--- config.mk ---
export PLATFORM = sky130hd
export DESIGN_NAME = sbox_lut_loader
export DESIGN_NICKNAME = d
export VERILOG_FILES = /design/src/rtl/sbox_lut_loader.sv
export SDC_FILE = /design/constraint.sdc
export NUM_CORES = 1
export LEC_CHECK = 0
export BUFFER_PORTS_ARGS = -buffer_cell sky130_fd_sc_hd__buf_2
export CAP_MARGIN = 15
export CORE_MARGIN = 5
export CORE_UTILIZATION = 52
export CTS_CLUSTER_DIAMETER = 40
export DETAILED_ROUTE_END_ITERATION = 12
export GPL_TIMING_DRIVEN = 1
export HOLD_SLACK_MARGIN = 0.05
export MAX_ROUTING_LAYER = met4
export PLACE_DENSITY = 0.77
export SETUP_SLACK_MARGIN = 0.1
export SYNTH_ARGS = -nofsm -noshare
export SYNTH_HDL_FRONTEND = slang
export SYNTH_SLANG_ARGS = --single-unit
--- constraint.sdc ---
create_clock -name clk_i -period 2.9 [get_ports clk_i]
set_clock_uncertainty 0.15 [all_clocks]
set_input_delay 0.435 -clock clk_i [delete_from_list [all_inputs] [get_ports clk_i]]
set_output_delay 0.435 -clock clk_i [all_outputs]
set_load 0.03 [all_outputs]
--- src/rtl/sbox_lut_loader.sv ---
// Loads a 32-entry, 5-bit S-box image into a LUT responder over a valid/ready register bus.
// Define SBOX_LUT_LOADER_VERIFY_EN to add a read-back verify pass after the write pass.
package sbox_lut_loader_pkg;
  typedef struct packed {
    logic [31:0] addr;
    logic        write;
    logic [31:0] wdata;
    logic [3:0]  wstrb;
    logic        valid;
  } reg_req_t;

  typedef struct packed {
    logic [31:0] rdata;
    logic        error;
    logic        ready;
  } reg_rsp_t;
endpackage

module sbox_lut_loader
  import sbox_lut_loader_pkg::*;
#(
  parameter logic [31:0] BASE_ADDR = 32'h0000_0000,
  parameter int unsigned TIMEOUT   = 255
) (
  input  logic         clk_i,
  input  logic         rst_i,
  input  logic         start_i,
  input  logic [159:0] table_i,
  output reg_req_t     reg_req_o,
  input  reg_rsp_t     reg_rsp_i,
  output logic         busy_o,
  output logic         done_o,
  output logic         err_o,
  output logic [4:0]   err_idx_o
);

`ifdef SBOX_LUT_LOADER_VERIFY_EN
  typedef enum logic [1:0] {IDLE, WRITE, READ, DONE} state_t;
`else
  typedef enum logic [1:0] {IDLE, WRITE, DONE} state_t;
`endif

  localparam logic [7:0] WAIT_LAST = 8'(TIMEOUT - 1);

  state_t       r_state;
  reg_req_t     r_req;
  logic [159:0] r_table;
  logic [4:0]   r_idx;
  logic [7:0]   r_wait;
  logic         r_busy;
  logic         r_done;
  logic         r_err;
  logic [4:0]   r_err_idx;

  logic         w_hs;
  logic         w_timeout;
  logic         w_fail;
  logic         w_last;
  logic [4:0]   w_idx_nxt;
  logic [4:0]   w_entry_nxt;
  logic [31:0]  w_addr_nxt;
  logic         w_unused;
`ifdef SBOX_LUT_LOADER_VERIFY_EN
  logic [4:0]   w_entry_cur;
`endif

  function automatic logic [4:0] f_entry(input logic [159:0] tbl, input logic [4:0] idx);
    logic [7:0] lo;
    lo = 8'(idx) * 8'd5;
    return tbl[lo +: 5];
  endfunction

  always_comb begin
    w_hs        = r_req.valid & reg_rsp_i.ready;
    w_timeout   = r_req.valid & ~reg_rsp_i.ready & (r_wait == WAIT_LAST);
    w_last      = (r_idx == 5'd31);
    w_idx_nxt   = r_idx + 5'd1;
    w_entry_nxt = f_entry(r_table, w_idx_nxt);
    w_addr_nxt  = BASE_ADDR + {25'b0, w_idx_nxt, 2'b00};
`ifdef SBOX_LUT_LOADER_VERIFY_EN
    w_entry_cur = f_entry(r_table, r_idx);
    w_fail      = w_hs & (reg_rsp_i.error |
                          (~r_req.write & (reg_rsp_i.rdata[4:0] != w_entry_cur)));
    w_unused    = ^reg_rsp_i.rdata[31:5];
`else
    w_fail      = w_hs & reg_rsp_i.error;
    w_unused    = ^reg_rsp_i.rdata;
`endif
  end

  always_ff @(posedge clk_i) begin
    if (rst_i) begin
      r_state   <= IDLE;
      r_req     <= '0;
      r_table   <= '0;
      r_idx     <= '0;
      r_wait    <= '0;
      r_busy    <= 1'b0;
      r_done    <= 1'b0;
      r_err     <= 1'b0;
      r_err_idx <= '0;
    end else begin
      r_done <= 1'b0;
      case (r_state)
        IDLE: begin
          if (start_i) begin
            r_state   <= WRITE;
            r_table   <= table_i;
            r_idx     <= '0;
            r_wait    <= '0;
            r_busy    <= 1'b1;
            r_err     <= 1'b0;
            r_err_idx <= '0;
            r_req     <= '{addr: BASE_ADDR, write: 1'b1, wdata: {27'b0, table_i[4:0]},
                           wstrb: 4'b0001, valid: 1'b1};
          end
        end
        DONE: r_state <= IDLE;
        default: begin
          // Shared by the write and read passes; r_req.write tells them apart.
          if (w_fail || w_timeout) begin
            r_err     <= 1'b1;
            r_err_idx <= r_idx;
            r_req     <= '0;
            r_busy    <= 1'b0;
            r_done    <= 1'b1;
            r_state   <= DONE;
          end else if (w_hs) begin
            r_wait <= '0;
            if (!w_last) begin
              r_idx       <= w_idx_nxt;
              r_req.addr  <= w_addr_nxt;
              r_req.wdata <= r_req.write ? {27'b0, w_entry_nxt} : '0;
            end
`ifdef SBOX_LUT_LOADER_VERIFY_EN
            else if (r_state == WRITE) begin
              r_idx   <= '0;
              r_state <= READ;
              r_req   <= '{addr: BASE_ADDR, write: 1'b0, wdata: '0, wstrb: '0, valid: 1'b1};
            end
`endif
            else begin
              r_req   <= '0;
              r_busy  <= 1'b0;
              r_done  <= 1'b1;
              r_state <= DONE;
            end
          end else if (r_req.valid) begin
            r_wait <= r_wait + 8'd1;
          end
        end
      endcase
    end
  end

  assign reg_req_o = r_req;
  assign busy_o    = r_busy;
  assign done_o    = r_done;
  assign err_o     = r_err;
  assign err_idx_o = r_err_idx;

endmodule

# Word-level counts from Yosys, hierarchy flattened

Index checks and enable logic that the tools add are counted.

Flip-flop bits (word level): 253
Input bits: 197
Output and inout port bits: 78
Logic and storage cells: 82

Add/subtract/negate cells: 2
Multipliers: 1
Equal/unequal tests: 6
Shifts and indexed selects: 1
Muxes and demuxes: 36
Bitwise logic cells: 6
Reduce and logical (&&, ||, !) cells: 17

Operators with widths:

| operator                                                           | count |
|---|---|
| 70-bit 2-to-1 mux                                                  | 3 |
| 160-bit by 9-bit variable part select with 5-bit output            | 1 |
| 70-bit case mux with 2 select lines                                | 1 |
| 5-bit 2-to-1 mux                                                   | 8 |
| 8-bit 2-to-1 mux                                                   | 4 |
| 5-bit case mux with 2 select lines                                 | 2 |
| 8-bit case mux with 2 select lines                                 | 1 |
| 1-bit 2-to-1 mux                                                   | 9 |
| 3-bit AND reduction                                                | 3 |
| 3-bit nonzero test                                                 | 3 |
| 8-bit by 1-bit adder with 8-bit output, second input constant      | 1 |
| 8-bit == test, second input constant                               | 1 |
| 5-bit by 3-bit multiplier with 8-bit output, second input constant | 1 |
| 2-bit 2-to-1 mux                                                   | 4 |
| 4-bit AND reduction                                                | 2 |
| 4-bit nonzero test                                                 | 2 |
| 7-bit 2-to-1 mux                                                   | 1 |
| 5-bit by 1-bit adder with 5-bit output, second input constant      | 1 |
| 5-bit == test, second input constant                               | 1 |
| 5-bit AND reduction                                                | 1 |
| 1-bit bitwise AND                                                  | 4 |
| 2-bit by 1-bit != test with 1-bit output, second input constant    | 2 |
| 1-bit case mux with 2 select lines                                 | 2 |
| 2-bit case mux with 2 select lines                                 | 1 |
| 8 further kinds                                                    | 10 |

# Logic depth before layout (Yosys ltp)

Depth in word-level cells: 8
Depth in mapped cells: 10
Mapped depth without buffers: 8

# Least setup slack after synthesis

No wires, ideal clock.

Path kind: register to register
Start: reg r_idx[0]
End: reg r_req, in the netlist reg_req_o[5]
Setup time: 129 ps
Arrival time: 2330 ps
Required time: 2621 ps
Setup slack: 291 ps
Stages on the path, launching flop included: 11
Buffers on the path: 2
Clock period less this slack: 2609 ps
Path through: dfxtp_1 -> ha_1 -> and3_1 -> ha_1 -> clkbuf_1 -> clkbuf_1 -> and4bb_2 -> mux2i_1 -> o2111ai_1 -> o41ai_1 -> a21oi_1

Cells in the longest elaborated chain, start to end: 8
Elaborated cells on any way between the ends: 9
Classes of those cells: add/sub (1); mul (1); eq/ne (1); shift (1); mux (5)

Ends and longest elaborated chain:

| element                                                 | RTL line | text |
|---|---|---|
| from (decl)                                             | 48       | `logic [4:0] r_idx;` |
| from (signal assigned)                                  | 131      | `r_idx <= w_idx_nxt;` |
| 5-bit by 1-bit adder with 5-bit output                  | 77       | `w_idx_nxt = r_idx + 5'd1;` |
| 5-bit by 3-bit multiplier with 8-bit output             | 69       | `lo = 8'(idx) * 8'd5;` |
| 160-bit by 9-bit variable part select with 5-bit output | 70       | `return tbl[lo +: 5];` |
| 5-bit 2-to-1 mux                                        | 133      | `r_req.wdata <= r_req.write ? {27'b0, w_entry_nxt} : '0;` |
| 5-bit 2-to-1 mux (*)                                    | 130      | `if (!w_last) begin` |
| 70-bit 2-to-1 mux (*)                                   | 128      | `end else if (w_hs) begin` |
| 70-bit 2-to-1 mux (*)                                   | 121      | `if (w_fail \|\| w_timeout) begin` |
| 70-bit case mux with 2 select lines (*)                 | 104      | `case (r_state)` |
| to (signal assigned)                                    | 114      | `r_req <= '{addr: BASE_ADDR, write: 1'b1, wdata: {27'b0, table_i[4:0]},` |
| to (decl)                                               | 46       | `reg_req_t r_req;` |

Mark *: on every way between the ends. The rest lies on a longest branch, timed or not. The select of a mux whose other input is x is not followed.
A chain may end at the register's enable or synchronous reset.

# Final worst setup path

Start: reg r_idx[1]
End: reg r_req, in the netlist reg_req_o[5]

Same word-level chain as after synthesis.

==> results_dict.tcl <==
set metrics [dict create \
    maxCapViolations 0 \
    path_class "register to register" \
    finalCritPeriodShare 0.937 \
    setup_viol 0 \
    post-cts-setup-buffers 0 \
    die_w_um 143 \
    fmax_ghz 0.368 \
    synthTopCellsByCount "nand2_1, a21oi_1, dfxtp_1" \
    tightest_slew_ns 0.828 \
    cts_buffers 17 \
    end_kind "register" \
    required_ns 3.05 \
    ys.flop_type "dfxtp_1" \
    leakage_nw 4.25 \
    wl_per_cell_um 16.7 \
    cts_sinks 193 \
    place_area_um2 9990 \
    synth_top_area_frac 0.417 \
    yosys-top-cells-area "dfxtp_1, nand2_1, a21oi_1" \
    globalplace.congestion 0.927 \
    status "completed" \
    dr_total_vias 8221 \
    synthArstFlopShare 0 \
    wirelength_um 25300 \
    yosys.area.top_type "dfxtp_1" \
    synth_most_common_cell "nand2_1" \
    ant_nets 0 \
    rows 48 \
    worstPathArrival_ns 2.87 \
    power_mw 5.94 \
    drt-pass1-iter-count 7 \
    setup_tns_ns 0 \
    final_cell_area_um2 10600 \
    path_clk_slew_ns 0.07 \
    grt_max_degree 104 \
    cts_root_buffer "clkbuf_16" \
    worst_skew_pair.late_latency_ns 0.44 \
    slew_violations 0 \
    yosysSeqAreaShare 0.417 \
    drt_iter0_drc 820 \
    crit_path_max_fanout 46 \
    io_pins 275 \
    ys_types 51 \
    cts_tree "yes" \
    start_kind "register" \
    grt_pass1_vias 7672 \
    start_util 0.532 \
    hold_path.class "input port to register" \
    cts-hold-fix-buffers 0 \
    gr-usage-all-layers 0.250 \
    vias_per_cell 5.42 \
    vdd_drop_max_v 0.000478 \
    synthCells 1153 \
    die_area_um2 20600 \
    dp_hpwl_um 18100 \
    dp_worst_setup_slack_ns 0.244 \
    final_nets 1480 \
    synth_seq_cells 193 \
    fin_crit_ns 2.72 \
    rsz0062_at_grt "no" \
    cts_resized 0 \
    drive_gt1_frac 0.216 \
    setup_slack_ns 0.183 \
    p_per_area_nw_per_um2 562 \
    grt_pass1_wl_um 39400 \
    synth_area_um2 9270 \
    finalHoldViolations 0 \
    synth-edff-count 0 \
    antenna_found_initial 0 \
    core_um2 17400 \
    port_buffers 185 \
    drc 0 \
    syn2layout_area_growth_pct 14.1 \
    synth.avg_cell_area_um2 8.04 \
    yosys_warnings 0 \
    clock_path_buffers 2 \
    slew_headroom 0.448 \
    h-tree-depth 4 \
    die-height_um 143 \
    grt-ovfl-total 0 \
]
==> where the power goes <==
part / internal (mW) / total [mW] / switching (mW)
combinational: 0.250 / 0.743 / 0.493
clock: 1.29 / 2.31 / 1.02
sequential: 2.80 / 2.89 / 0.0898
==> path summary, 6_finish.rpt <==
| check | from | to | slack (ns) | cells past startpoint |
|---|---|---|---|---|
| setup / recovery | r_idx[1] | reg_req_o[5] | 0.18 | 8 |
| hold / removal | table_i[144] | r_table[144] | 0.08 | 3 |
| setup reg to reg | r_idx[1] | reg_req_o[5] | 0.18 | 8 |
| hold reg to reg | r_table[151] | r_table[151] | 0.30 | 2 |
==> logic make-up after synthesis <==
family | Yosys count | share of synthesized area
simple gates | 468 | 0.228
mux | 62 | 0.0825
buf+inv | 157 | 0.101
xor+xnor | 3 | 0.00446
other cells | 1 | 0.000405
compound gates | 265 | 0.161
flops | 193 | 0.417
fa+ha+maj | 4 | 0.00540
==> worst max-delay path: stages, from the launching register on <==
cell	delay, ns
dfxtp_1	0.34
ha_2	0.18
and3_1	0.17
ha_1	0.33
buf_12	0.20
or3_1	0.36
o221ai_1	0.21
o41ai_1	0.54
a21oi_1	0.07
==> metrics by stage <==
| step | util | instances | hold WS (ns) |
|---|---|---|---|
| final | 0.607 | 1518 | 0.0772 |
| after global routing | 0.607 | 1516 | 0.0705 |
| after CTS | 0.607 | 1516 | 0.0692 |
| after detailed placement | 0.574 | 1485 | 0.295 |
| after global placement | 0.574 | 1485 | 0.289 |
| after floorplan | - | 1209 | 0.281 |
==> cell type report <==
type / instances / area, um^2
inverters: 4 / 15.0
well taps: 225 / 282
repair buffers: 204 / 1120
clock inverters: 13 / 139
diodes: 2 / 5.00
clock buffers: 18 / 439
fillers: 1591 / 6840
multi-input cells: 859 / 4710
flip-flops and latches: 193 / 3860
==> sequential cells by signal, summed over array words and instances, names as in the netlist <==
register and count:
done_o 1, reg_req_o 11, err_o 1, r_wait 8
r_idx 5, err_idx_o 5, r_table 160, r_state 2
==> cell usage in the layout (no fill, tap or decap), types with 15 or more instances in the layout <==
| cell type | instances |
|---|---|
| clkbuf_16 | 17 |
| conb_1 | 57 |
| nor4bb_1 | 16 |
| buf_2 | 184 |
| nand2_1 | 365 |
| a21oi_1 | 202 |
| buf_4 | 15 |
| dfxtp_1 | 193 |
| nor2_1 | 17 |
| mux2i_1 | 37 |
==> per-layer routing <==
layer,vias to the layer above,share of wire,GRT usage
li1,4081,-,-
met1,3793,0.44,0.345
met2,309,0.46,0.375
met3,38,0.081,0.0453
met4,0,0.019,0.0773
met5,-,0,-
No activity file was read; power rests on OpenSTA's default activity.
